==> src/rtl/mc_cpu_pkg.sv <==
// Shared encodings for the parametrised multi-cycle MIPS-subset core:
// opcodes, function codes, FSM state values and the imm16 sign-extension helper.
package mc_cpu_pkg;

  localparam logic [5:0] OP_RTYPE = 6'b000000;
  localparam logic [5:0] OP_ADDIU = 6'b001001;
  localparam logic [5:0] OP_LW    = 6'b100011;
  localparam logic [5:0] OP_SW    = 6'b101011;
  localparam logic [5:0] OP_BEQ   = 6'b000100;
  localparam logic [5:0] OP_BNE   = 6'b000101;
  localparam logic [5:0] OP_J     = 6'b000010;
  localparam logic [5:0] HALT_OP  = 6'b111111;

  localparam logic [5:0] FN_ADDU = 6'b100001;
  localparam logic [5:0] FN_SUBU = 6'b100011;
  localparam logic [5:0] FN_AND  = 6'b100100;
  localparam logic [5:0] FN_OR   = 6'b100101;
  localparam logic [5:0] FN_SLT  = 6'b101010;
  localparam logic [5:0] FN_JR   = 6'b001000;

  localparam logic [2:0] IDLE   = 3'd0;
  localparam logic [2:0] FETCH  = 3'd1;
  localparam logic [2:0] DECODE = 3'd2;
  localparam logic [2:0] EXEC   = 3'd3;
  localparam logic [2:0] MEM    = 3'd4;
  localparam logic [2:0] HALT   = 3'd5;

  function automatic logic [31:0] sext16(input logic [15:0] v);
    return {{16{v[15]}}, v};
  endfunction

endpackage

==> src/rtl/mc_cpu_param_if.sv <==
// Host-side bundle of the core: run handshake, program/data load ports and
// the observable status outputs.
interface mc_cpu_param_if #(
  parameter int DATA_W = 8,
  parameter int IA_W   = 4,
  parameter int DA_W   = 4
);
  logic              start;
  logic              imem_we;
  logic [IA_W-1:0]   imem_waddr;
  logic [31:0]       imem_wdata;
  logic              dmem_we;
  logic [DA_W-1:0]   dmem_waddr;
  logic [DATA_W-1:0] dmem_wdata;
  logic              busy;
  logic              done;
  logic [DATA_W-1:0] led;
  logic [IA_W-1:0]   pc_out;

  modport master (
    output start, imem_we, imem_waddr, imem_wdata,
    output dmem_we, dmem_waddr, dmem_wdata,
    input  busy, done, led, pc_out
  );

  modport slave (
    input  start, imem_we, imem_waddr, imem_wdata,
    input  dmem_we, dmem_waddr, dmem_wdata,
    output busy, done, led, pc_out
  );
endinterface

==> src/rtl/mc_regfile.sv <==
// 32 x DATA_W register file: two combinational reads, one synchronous write,
// register 0 hardwired to zero, whole array cleared by reset.
module mc_regfile #(
  parameter int DATA_W = 8
) (
  input  logic              clk,
  input  logic              rst,
  input  logic [4:0]        ra1,
  input  logic [4:0]        ra2,
  output logic [DATA_W-1:0] rd1,
  output logic [DATA_W-1:0] rd2,
  input  logic              we,
  input  logic [4:0]        wa,
  input  logic [DATA_W-1:0] wd
);

  logic [DATA_W-1:0] regs_r [32];

  // Register array: cleared on reset, writes to r0 dropped
  always_ff @(posedge clk or posedge rst) begin
    if (rst) begin
      for (int i = 0; i < 32; i++) begin
        regs_r[i] <= {DATA_W{1'b0}};
      end
    end else if (we && (wa != 5'd0)) begin
      regs_r[wa] <= wd;
    end
  end

  assign rd1 = (ra1 == 5'd0) ? {DATA_W{1'b0}} : regs_r[ra1];
  assign rd2 = (ra2 == 5'd0) ? {DATA_W{1'b0}} : regs_r[ra2];

endmodule

==> src/rtl/mc_cpu_param.sv <==
// Parametrised multi-cycle MIPS-subset core with host load ports, start/done
// handshake and an LED mirror of one architectural register.
module mc_cpu_param #(
  parameter int DATA_W     = 8,
  parameter int IMEM_DEPTH = 16,
  parameter int DMEM_DEPTH = 16,
  parameter int LED_REG    = 2
) (
  input logic          clk,
  input logic          rst,
  mc_cpu_param_if.slave host
);
  import mc_cpu_pkg::*;

  localparam int IA_W = $clog2(IMEM_DEPTH);
  localparam int DA_W = $clog2(DMEM_DEPTH);
  localparam logic [4:0]        LED_IDX = 5'(LED_REG);
  localparam logic [DATA_W-1:0] ONE_W   = DATA_W'(1'b1);

  logic [31:0]       imem_r [IMEM_DEPTH];
  logic [DATA_W-1:0] dmem_r [DMEM_DEPTH];

  logic [2:0]        state_r, state_nxt_s;
  logic [IA_W-1:0]   pc_r, pc_nxt_s;
  logic [31:0]       ir_r;
  logic [5:0]        op_r, funct_r;
  logic [4:0]        rs_r, rt_r, rd_r;
  logic [DATA_W-1:0] a_r, b_r, imm_r;
  logic [DATA_W-1:0] led_r;
  logic              busy_r, done_r;

  logic [DATA_W-1:0] rf_rd1_s, rf_rd2_s;
  logic              rf_we_s;
  logic [4:0]        rf_wa_s;
  logic [DATA_W-1:0] rf_wd_s;

  logic [DATA_W-1:0] exec_val_s;
  logic              exec_we_s;
  logic [4:0]        exec_wa_s;
  logic [IA_W-1:0]   exec_pc_s;
  logic [DA_W-1:0]   mem_addr_s;
  logic              host_ok_s;

  mc_regfile #(.DATA_W(DATA_W)) u_rf (
    .clk (clk),
    .rst (rst),
    .ra1 (ir_r[25:21]),
    .ra2 (ir_r[20:16]),
    .rd1 (rf_rd1_s),
    .rd2 (rf_rd2_s),
    .we  (rf_we_s),
    .wa  (rf_wa_s),
    .wd  (rf_wd_s)
  );

  assign host_ok_s  = (state_r == IDLE) || (state_r == HALT);
  assign mem_addr_s = DA_W'(a_r + imm_r);

  // Instruction memory: host load port only, no reset
  always_ff @(posedge clk) begin
    if (host.imem_we && host_ok_s) begin
      imem_r[host.imem_waddr] <= host.imem_wdata;
    end
  end

  // Data memory: sw from MEM, otherwise host load while idle or halted
  always_ff @(posedge clk) begin
    if ((state_r == MEM) && (op_r == OP_SW)) begin
      dmem_r[mem_addr_s] <= b_r;
    end else if (host.dmem_we && host_ok_s) begin
      dmem_r[host.dmem_waddr] <= host.dmem_wdata;
    end
  end

  // EXEC datapath: ALU result, write-back target and next pc
  always_comb begin
    exec_val_s = {DATA_W{1'b0}};
    exec_we_s  = 1'b0;
    exec_wa_s  = rd_r;
    exec_pc_s  = pc_r;
    case (op_r)
      OP_RTYPE: begin
        case (funct_r)
          FN_ADDU: begin exec_val_s = a_r + b_r; exec_we_s = 1'b1; end
          FN_SUBU: begin exec_val_s = a_r - b_r; exec_we_s = 1'b1; end
          FN_AND:  begin exec_val_s = a_r & b_r; exec_we_s = 1'b1; end
          FN_OR:   begin exec_val_s = a_r | b_r; exec_we_s = 1'b1; end
          FN_SLT: begin
            exec_val_s = ($signed(a_r) < $signed(b_r)) ? ONE_W : {DATA_W{1'b0}};
            exec_we_s  = 1'b1;
          end
          FN_JR:   exec_pc_s = IA_W'(a_r);
          default: exec_we_s = 1'b0;
        endcase
      end
      OP_ADDIU: begin
        exec_val_s = a_r + imm_r;
        exec_wa_s  = rt_r;
        exec_we_s  = 1'b1;
      end
      // Branch offset is applied to the already-incremented pc and wraps in IA_W bits
      OP_BEQ: begin
        if (a_r == b_r) exec_pc_s = pc_r + IA_W'(ir_r[15:0]);
        else            exec_pc_s = pc_r;
      end
      OP_BNE: begin
        if (a_r != b_r) exec_pc_s = pc_r + IA_W'(ir_r[15:0]);
        else            exec_pc_s = pc_r;
      end
      OP_J:    exec_pc_s = IA_W'(ir_r[25:0]);
      default: exec_we_s = 1'b0;
    endcase
  end

  // Register-file write port: ALU results in EXEC, load data in MEM
  always_comb begin
    rf_we_s = 1'b0;
    rf_wa_s = exec_wa_s;
    rf_wd_s = exec_val_s;
    if (state_r == EXEC) begin
      rf_we_s = exec_we_s;
    end else if ((state_r == MEM) && (op_r == OP_LW)) begin
      rf_we_s = 1'b1;
      rf_wa_s = rt_r;
      rf_wd_s = dmem_r[mem_addr_s];
    end else begin
      rf_we_s = 1'b0;
    end
  end

  // Next-state and next-pc selection
  always_comb begin
    state_nxt_s = state_r;
    pc_nxt_s    = pc_r;
    case (state_r)
      IDLE, HALT: begin
        if (host.start) begin
          state_nxt_s = FETCH;
          pc_nxt_s    = {IA_W{1'b0}};
        end else begin
          state_nxt_s = state_r;
        end
      end
      FETCH: begin
        state_nxt_s = DECODE;
        pc_nxt_s    = pc_r + IA_W'(1'b1);
      end
      DECODE: state_nxt_s = EXEC;
      EXEC: begin
        pc_nxt_s = exec_pc_s;
        if ((op_r == OP_LW) || (op_r == OP_SW)) state_nxt_s = MEM;
        else if (op_r == HALT_OP)               state_nxt_s = HALT;
        else                                    state_nxt_s = FETCH;
      end
      MEM:     state_nxt_s = FETCH;
      default: state_nxt_s = IDLE;
    endcase
  end

  // Control state, instruction fields, operands and status outputs
  always_ff @(posedge clk or posedge rst) begin
    if (rst) begin
      state_r <= IDLE;
      pc_r    <= {IA_W{1'b0}};
      ir_r    <= 32'd0;
      op_r    <= 6'd0;
      funct_r <= 6'd0;
      rs_r    <= 5'd0;
      rt_r    <= 5'd0;
      rd_r    <= 5'd0;
      a_r     <= {DATA_W{1'b0}};
      b_r     <= {DATA_W{1'b0}};
      imm_r   <= {DATA_W{1'b0}};
      led_r   <= {DATA_W{1'b0}};
      busy_r  <= 1'b0;
      done_r  <= 1'b0;
    end else begin
      state_r <= state_nxt_s;
      pc_r    <= pc_nxt_s;
      busy_r  <= (state_nxt_s == FETCH) || (state_nxt_s == DECODE) ||
                 (state_nxt_s == EXEC)  || (state_nxt_s == MEM);
      done_r  <= (state_nxt_s == HALT);
      if (state_r == FETCH) begin
        ir_r <= imem_r[pc_r];
      end
      if (state_r == DECODE) begin
        op_r    <= ir_r[31:26];
        rs_r    <= ir_r[25:21];
        rt_r    <= ir_r[20:16];
        rd_r    <= ir_r[15:11];
        funct_r <= ir_r[5:0];
        a_r     <= rf_rd1_s;
        b_r     <= rf_rd2_s;
        imm_r   <= DATA_W'(sext16(ir_r[15:0]));
      end
      if (rf_we_s && (rf_wa_s == LED_IDX) && (rf_wa_s != 5'd0)) begin
        led_r <= rf_wd_s;
      end
    end
  end

  assign host.busy   = busy_r;
  assign host.done   = done_r;
  assign host.led    = led_r;
  assign host.pc_out = pc_r;

endmodule
==> src/flat_wrapper.sv <==
// flat-port wrapper written by rule: the top's interface ports become plain ports
module mc_cpu_param_flat import mc_cpu_pkg::*;
#(
  parameter int DATA_W     = 8,
  parameter int IMEM_DEPTH = 16,
  parameter int DMEM_DEPTH = 16,
  parameter int LED_REG    = 2
)
  (clk, rst, host_start, host_imem_we, host_imem_waddr, host_imem_wdata, host_dmem_we, host_dmem_waddr, host_dmem_wdata, host_busy, host_done, host_led, host_pc_out);
  mc_cpu_param_if #(.DATA_W(DATA_W)) host_i ();
  input logic clk;
  input logic rst;
  input wire logic [$bits(host_i.start)-1:0] host_start;
  input wire logic [$bits(host_i.imem_we)-1:0] host_imem_we;
  input wire logic [$bits(host_i.imem_waddr)-1:0] host_imem_waddr;
  input wire logic [$bits(host_i.imem_wdata)-1:0] host_imem_wdata;
  input wire logic [$bits(host_i.dmem_we)-1:0] host_dmem_we;
  input wire logic [$bits(host_i.dmem_waddr)-1:0] host_dmem_waddr;
  input wire logic [$bits(host_i.dmem_wdata)-1:0] host_dmem_wdata;
  output wire logic [$bits(host_i.busy)-1:0] host_busy;
  output wire logic [$bits(host_i.done)-1:0] host_done;
  output wire logic [$bits(host_i.led)-1:0] host_led;
  output wire logic [$bits(host_i.pc_out)-1:0] host_pc_out;
  assign host_i.start = host_start;
  assign host_i.imem_we = host_imem_we;
  assign host_i.imem_waddr = host_imem_waddr;
  assign host_i.imem_wdata = host_imem_wdata;
  assign host_i.dmem_we = host_dmem_we;
  assign host_i.dmem_waddr = host_dmem_waddr;
  assign host_i.dmem_wdata = host_dmem_wdata;
  assign host_busy = host_i.busy;
  assign host_done = host_i.done;
  assign host_led = host_i.led;
  assign host_pc_out = host_i.pc_out;
  mc_cpu_param #(.DATA_W(DATA_W), .IMEM_DEPTH(IMEM_DEPTH), .DMEM_DEPTH(DMEM_DEPTH), .LED_REG(LED_REG)) u_core (.clk(clk), .rst(rst), .host(host_i));
endmodule
==> config.mk <==
export PLATFORM = sky130hd
export DESIGN_NAME = mc_cpu_param_flat
export DESIGN_NICKNAME = d
export VERILOG_FILES = /design/src/rtl/mc_cpu_pkg.sv /design/src/rtl/mc_cpu_param_if.sv /design/src/rtl/mc_regfile.sv /design/src/rtl/mc_cpu_param.sv /design/src/flat_wrapper.sv
export SDC_FILE = /design/constraint.sdc
export NUM_CORES = 1
export LEC_CHECK = 0
export ABC_AREA = 1
export CORE_UTILIZATION = 50
export DETAILED_ROUTE_END_ITERATION = 8
export HOLD_SLACK_MARGIN = 0.1
export PLACE_DENSITY = 0.73
export SETUP_SLACK_MARGIN = 0.3
export SLEW_MARGIN = 20
export SYNTH_ARGS = -nofsm -noshare
export SYNTH_HDL_FRONTEND = slang
export SYNTH_SLANG_ARGS = --single-unit
==> constraint.sdc <==
create_clock -name clk -period 13.8 [get_ports clk]
set_input_delay 2.76 -clock clk [delete_from_list [all_inputs] [get_ports clk]]
set_output_delay 2.76 -clock clk [all_outputs]
set_load 0.02 [all_outputs]
==> results of run 1 <==
cell type report:
type,count,area (um^2),area share [%]
Multi-Input combinational cell,3179,15400,32.0
Sequential cell,934,26400,54.6
Inverter,225,860,1.78
Clock inverter,44,407,0.842
Clock buffer,122,2560,5.31
Timing Repair Buffer,130,1210,2.51
Tap cell,1144,1430,2.97
Antenna cell,2,5.00,0.0104
where the power goes:
part / internal, mW / switching [mW]
Combinational: 0.910 / 2.54
Clock: 1.42 / 1.08
Sequential: 3.21 / 0.152
cells by family (layout without fill, tap and decap cells):
family                     after synthesis  count (layout)  share of synthesized area, %
muxes                                   24              24                         0.551
and+or+nand+nor                       2025            2025                          19.4
buffers and inverters                  492             521                          4.53
other                                    0               2                             0
adders and majority gates               40              40                          1.22
AOI/OAI and AO/OA                     1082            1082                          13.7
xor gates and xnor gates                 8               8                         0.195
DFF                                    934             934                          60.4
worst paths after layout:
path	endpoint	slack, ns	depth (start not counted)	startpoint
worst max-delay path	u_core.dmem_r[7][7]	8.62	5	host_dmem_we
worst min-delay path	u_core.u_rf.regs_r[251]	0.40	0	u_core.u_rf.regs_r[251]
worst max register to register	u_core.u_rf.regs_r[28]	9.46	13	u_core.a_r[1]
worst min register to register	u_core.u_rf.regs_r[251]	0.40	0	u_core.u_rf.regs_r[251]
max in group asynchronous	u_core.ir_r[28]	8.92	4	rst
min in group asynchronous	u_core.u_rf.regs_r[84]	2.65	2	rst
cells in the final DEF (no fill, tap or decap), types with 40 or more instances in the layout:
master	netlist	final
edfxtp_1	592	592
clkdlybuf4s50_1	0	63
o21ai_0	521	521
nor2_4	23	40
nor2_1	454	436
o22ai_1	123	123
dfrtp_1	342	337
o21ai_1	52	52
a21oi_1	247	243
nand2_1	1289	1289
o211ai_1	43	43
buf_4	4	62
clkbuf_16	0	94
nand3_1	176	176
inv_1	200	197
worst max-delay path, cell delays in order:
cell             delay (ns)
clkdlybuf4s50_1        0.47
nand2_1                0.56
o21ai_0                0.60
nand3_1                0.27
nor2_1                 0.79
metal layers:
| layer | vias to the layer above | routed length [um] |
|---|---|---|
| li1 | 15700 | - |
| met1 | 16300 | 49000 |
| met2 | 1882 | 57400 |
| met3 | 330 | 12600 |
| met4 | 14 | 4540 |
| met5 | - | 91 |
sequential cells by signal, indices dropped and copies added, names as in the netlist, 6 cells and up:
| name | count |
|---|---|
| u_core.b_r | 8 |
| u_core.imm_r | 8 |
| u_core.host.led | 8 |
| u_core.ir_r | 29 |
| u_core.op_r | 6 |
| u_core.u_rf.regs_r | 256 |
| u_core.imem_r | 464 |
| u_core.a_r | 8 |
| u_core.dmem_r | 128 |
cell usage after synthesis (4+ instances only):
cell type	instances	share of area (%)
nand2_4	6	0.15
nand3_1	176	2.0
o21ai_0	521	6.0
edfxtp_1	592	41
mux2i_1	24	0.55
nand3b_1	4	0.069
a21oi_1	247	2.8
nand3_4	13	0.52
dfrtp_1	342	20
o31ai_1	5	0.086
ha_1	36	1.0
clkbuf_1	203	1.7
a22o_1	4	0.080
buf_6	9	0.23
xnor2_1	5	0.10
o221ai_1	34	0.68
nand3_2	14	0.32
nor2_2	14	0.20
buf_4	4	0.069
buf_2	36	0.41
clkinv_1	8	0.069
a211oi_1	29	0.50
nand2_1	1289	11
a21o_1	14	0.24
inv_1	200	1.7
nand4_1	13	0.19
o211ai_1	43	0.74
buf_1	15	0.13
nor2_1	454	3.9
o22ai_1	123	1.8
nor3_1	4	0.046
o21ai_1	52	0.60
fa_1	4	0.18
inv_2	16	0.14
nand2_2	6	0.086
nor2_4	23	0.59
or2_2	4	0.057
through the flow:
stage | total power, mW | setup slack (ns) | cell area [um^2] | utilization (%)
after floorplan | 5.66 | 1.56 | 43600 | -
after global placement | 6.70 | 8.11 | 45200 | 52.7
after detailed placement | 6.76 | 8.06 | 45300 | 52.8
after CTS | 9.24 | 8.72 | 48300 | 56.2
after global routing | 9.76 | 8.43 | 48300 | 56.2
final | 9.31 | 8.62 | 48300 | 56.2
==> flow_summary.json, run 1 <==
{
  "status": "completed",
  "p_per_area_nw_per_um2": 193,
  "slew_viol_final": 0,
  "yosys_register_bits": 934,
  "portBuffers": 63,
  "fmax_ghz": 0.193,
  "drive_above_1_share_pct": 7.34,
  "syn_inst": 4605,
  "cts_setup_buffers": 0,
  "area_growth_pct": 10.7,
  "cts.sinks": 934,
  "min_path_type": "reg -> reg",
  "vdd_drop_max_uv": 194,
  "wire_per_inst_um": 21.4,
  "cellLeakagePower_nw": 19.0,
  "grt_pass1_vias": 32200,
  "top_usage_layer": "met2",
  "critPathKind": "in -> reg",
  "met1_usage_pct": 37.2,
  "ys.flop_type": "edfxtp_1",
  "yosys_warnings": 0,
  "row_count": 107,
  "ctsResizeCount": 0,
  "cts_buffer_depth": 3,
  "maxCapViolCount": 0,
  "dp_cells": 5612,
  "via_per_inst": 5.93,
  "synthesis.nets": 4698,
  "met2_usage_pct": 43.7,
  "synth_seq_area_share_pct": 60.4,
  "finalHoldViolations": 0,
  "syn-cell-area_um2": 43600,
  "cts_buffers": 93,
  "synth.avg_cell_area_um2": 9.47,
  "coreArea_um2": 85800,
  "ctsRootBufferMaster": "clkbuf_16",
  "tns_ns": 0,
  "use_met3_pct": 6.04,
  "first_pass_iters": 6,
  "cp-end-kind": "flop",
  "h-tree-depth": 3,
  "cts_tree": "built",
  "grt-ovfl-total": 0,
  "track_usage_pct": 27.6,
  "critPathArrivalTime_ns": 5.46,
  "fillCellCount": 7286,
  "drt_iter0_markers": 4442,
  "drt-total-wl_mm": 124,
  "min_period_ns": 5.18,
  "initial_utilization_pct": 50.8,
  "hold_slack_ns": 0.400,
  "pin_count": 67,
  "worst_slew_margin_rel_pct": 28.8,
  "die_height_um": 297,
  "die_width_um": 297,
  "worstSkewPairLatency_ns": 0.67,
  "crit_required_ns": 14.08,
  "drc": 0,
  "fin_crit_sh_pct": 37.6,
  "setup_viol": 0,
  "stdcell_count": 5780,
  "ctsHoldBuffers": 0,
  "antenna_left": 0,
  "antenna_found_initial": 9,
  "worstPathMaxFanout": 25,
  "async_flop_share_pct": 36.6,
  "gp_congestion": 0.946,
  "finClkSkew_ns": 0.0226,
  "ys_types": 53,
  "die-area_um2": 88400,
  "vias": 34300,
  "dp_hpwl_mm": 73.6,
  "worst_pin_slew_ns": 1.07,
  "grt_max_degree": 163,
  "clk_pin_slew_worst_paths_ns": 0.06,
  "layout.nets": 4656,
  "grt_first_pass_wirelength_mm": 189,
  "rsz0062_at_grt": "no",
  "synth-edff-count": 592,
  "setup.worst_path.start_class": "input port"
}
(Power assumes the default switching activity.)
==> run 2, diff against run 1 <==
- clock period: 13.8 -> 5.3 ns (I/O delays scaled with it)
==> run 2 against run 1 <==
- sequential cell count unchanged
- setup slack got worse by 7.0 ns
- first-iteration DRC count fell by 1.5%
- utilization rose by 0.38 points
- combinational power increased to 2.6 times the previous value
- clock power grew to 2.8 times the previous value
- sequential share of layout area shrank 0.36 points
- clock skew up 0.0095 ns
- non-clock buffer count unchanged
- worst hold slack is essentially flat
- global-route usage rose by 0.30 points
- largest cell class unchanged
==> flow_summary.json, run 2 (synthesis results as in run 1) <==
{
  "status": "completed",
  "grt_first_pass_wirelength_mm": 192,
  "crit_required_ns": 5.85,
  "min_path_type": "reg -> reg",
  "setup.worst_path.start_class": "flop",
  "die_height_um": 297,
  "regArea_um2": 26400,
  "worst_slew_margin_rel_pct": 15.3,
  "crit_chain": "buf_4, inv_1, nand2_1, inv_1, a211oi_1, nand2_1, nand2_1, nand2_1, nand2_1, o21ai_1",
  "drc": 0,
  "portBuffers": 63,
  "grt-ovfl-total": 0,
  "hold_slack_ns": 0.400,
  "dp_worst_setup_slack_ns": 1.33,
  "clk_pin_slew_worst_paths_ns": 0.06,
  "p_per_area_nw_per_um2": 513,
  "h-tree-depth": 3,
  "fillCellCount": 7236,
  "worstPathMaxFanout": 32,
  "die-area_um2": 88400,
  "cts_buffers": 95,
  "slew_viol_final": 0,
  "critPathKind": "reg -> reg",
  "dp_cells": 5612,
  "cp.buffers_inverters": 3,
  "critPathArrivalTime_ns": 4.24,
  "top_register": "u_core.imem_r",
  "drt_iter0_markers": 4375,
  "fmax_ghz": 0.271,
  "finClkSkew_ns": 0.0321,
  "track_usage_pct": 27.9,
  "first_pass_iters": 7,
  "antenna_found_initial": 9,
  "fin_util_pct": 56.6,
  "setup_viol": 0,
  "cts_setup_buffers": 0,
  "cpPeakStageDelay_ns": 0.65,
  "drive_above_1_share_pct": 7.43,
  "initial_utilization_pct": 50.8,
  "ctsRootBufferMaster": "clkbuf_16",
  "cellLeakagePower_nw": 19.1,
  "min_period_ns": 3.69,
  "vdd_drop_max_uv": 486,
  "row_count": 107,
  "drt-total-wl_mm": 125,
  "antenna_left": 0,
  "via_per_inst": 5.96,
  "maxCapViolCount": 0,
  "wire_per_inst_um": 21.6,
  "worstSkewPairLatency_ns": 0.70,
  "fin_crit_sh_pct": 69.7,
  "worst_pin_slew_ns": 1.27,
  "final_cell_mix": "nand2_1, edfxtp_1, o21ai_0",
  "dp_hpwl_mm": 75.2,
  "grt_pass1_vias": 32700,
  "largest_reg_flops": 464,
  "crit_family": "buffers and inverters",
  "gp_congestion": 0.961,
  "crit_slowest_cell": "a211oi_1",
  "coreArea_um2": 85800,
  "area_growth_pct": 11.4,
  "fin_ws_ns": 1.61,
  "p_total_mw": 24.9,
  "cp-end-kind": "flop",
  "final_common_cell": "nand2_1",
  "multi_input_area_um2": 15400,
  "finalHoldViolations": 0,
  "rsz0062_at_grt": "no",
  "top_regs": "u_core.imem_r (464), u_core.u_rf.regs_r (256), u_core.dmem_r (128)",
  "cts_tree": "built",
  "pin_count": 67,
  "stdcell_count": 5792,
  "vias": 34500,
  "crit_top_cell": "nand2_1",
  "ctsHoldBuffers": 0,
  "die_width_um": 297,
  "ctsResizeCount": 0,
  "grt_max_degree": 167,
  "cts.sinks": 934,
  "cts_buffer_depth": 3,
  "layout.nets": 4658
}
## run 2: cell count changes in the layout (fill, tap and decap cells not counted), sizes merged
cell      delta
inv          -1
bufinv       +6
clkinvlp     -5
clkbuf      +10
clkinv       +2
## run 2: routing by layer
layer  global-route usage, %  wire length, um  vias up
li1                        -                -    15700
met1                    38.2            50100    16700
met2                    43.6            57200     1865
met3                    5.29            12600      347
met4                    11.9             5100       12
met5                       0               69        -
## run 2: final cells by class
class / count / share of cell area (%)
diodes: 2 / 0.0103
clock buffers: 132 / 5.45
clock inverters: 46 / 1.36
inverters: 225 / 1.76
multi-input cells: 3179 / 31.8
flip-flops and latches: 934 / 54.2
well taps: 1144 / 2.95
repair buffers: 130 / 2.49
## run 2: where the power goes
group | leakage, nW | internal (mW) | total (mW) | switching (mW)
registers | 10.0 | 8.35 | 8.85 | 0.497
clock network | 1.61 | 4.11 | 7.08 | 2.97
logic | 7.52 | 2.39 | 8.98 | 6.59
total | 19.1 | 14.9 | 24.9 | 10.1
## run 2: final timing paths
| path | startpoint | end | slack, ns | depth (start not counted) |
|---|---|---|---|---|
| worst max-delay path | u_core.ir_r[18] | u_core.b_r[3] | 1.61 | 10 |
| worst min-delay path | u_core.u_rf.regs_r[250] | u_core.u_rf.regs_r[250] | 0.40 | 0 |
| worst max register to register | u_core.ir_r[18] | u_core.b_r[3] | 1.61 | 10 |
| worst min register to register | u_core.u_rf.regs_r[250] | u_core.u_rf.regs_r[250] | 0.40 | 0 |
| max in group asynchronous | rst | u_core.a_r[3] | 3.41 | 3 |
| min in group asynchronous | rst | u_core.u_rf.regs_r[160] | 0.80 | 2 |
## run 2: per-stage QoR
step / cell area, um^2 / TNS [ns]
finish: 48600 / 0
detailed placement: 45300 / 0
floorplan: 43600 / -114.40
global route: 48600 / 0
global placement: 45300 / 0
CTS: 48600 / 0
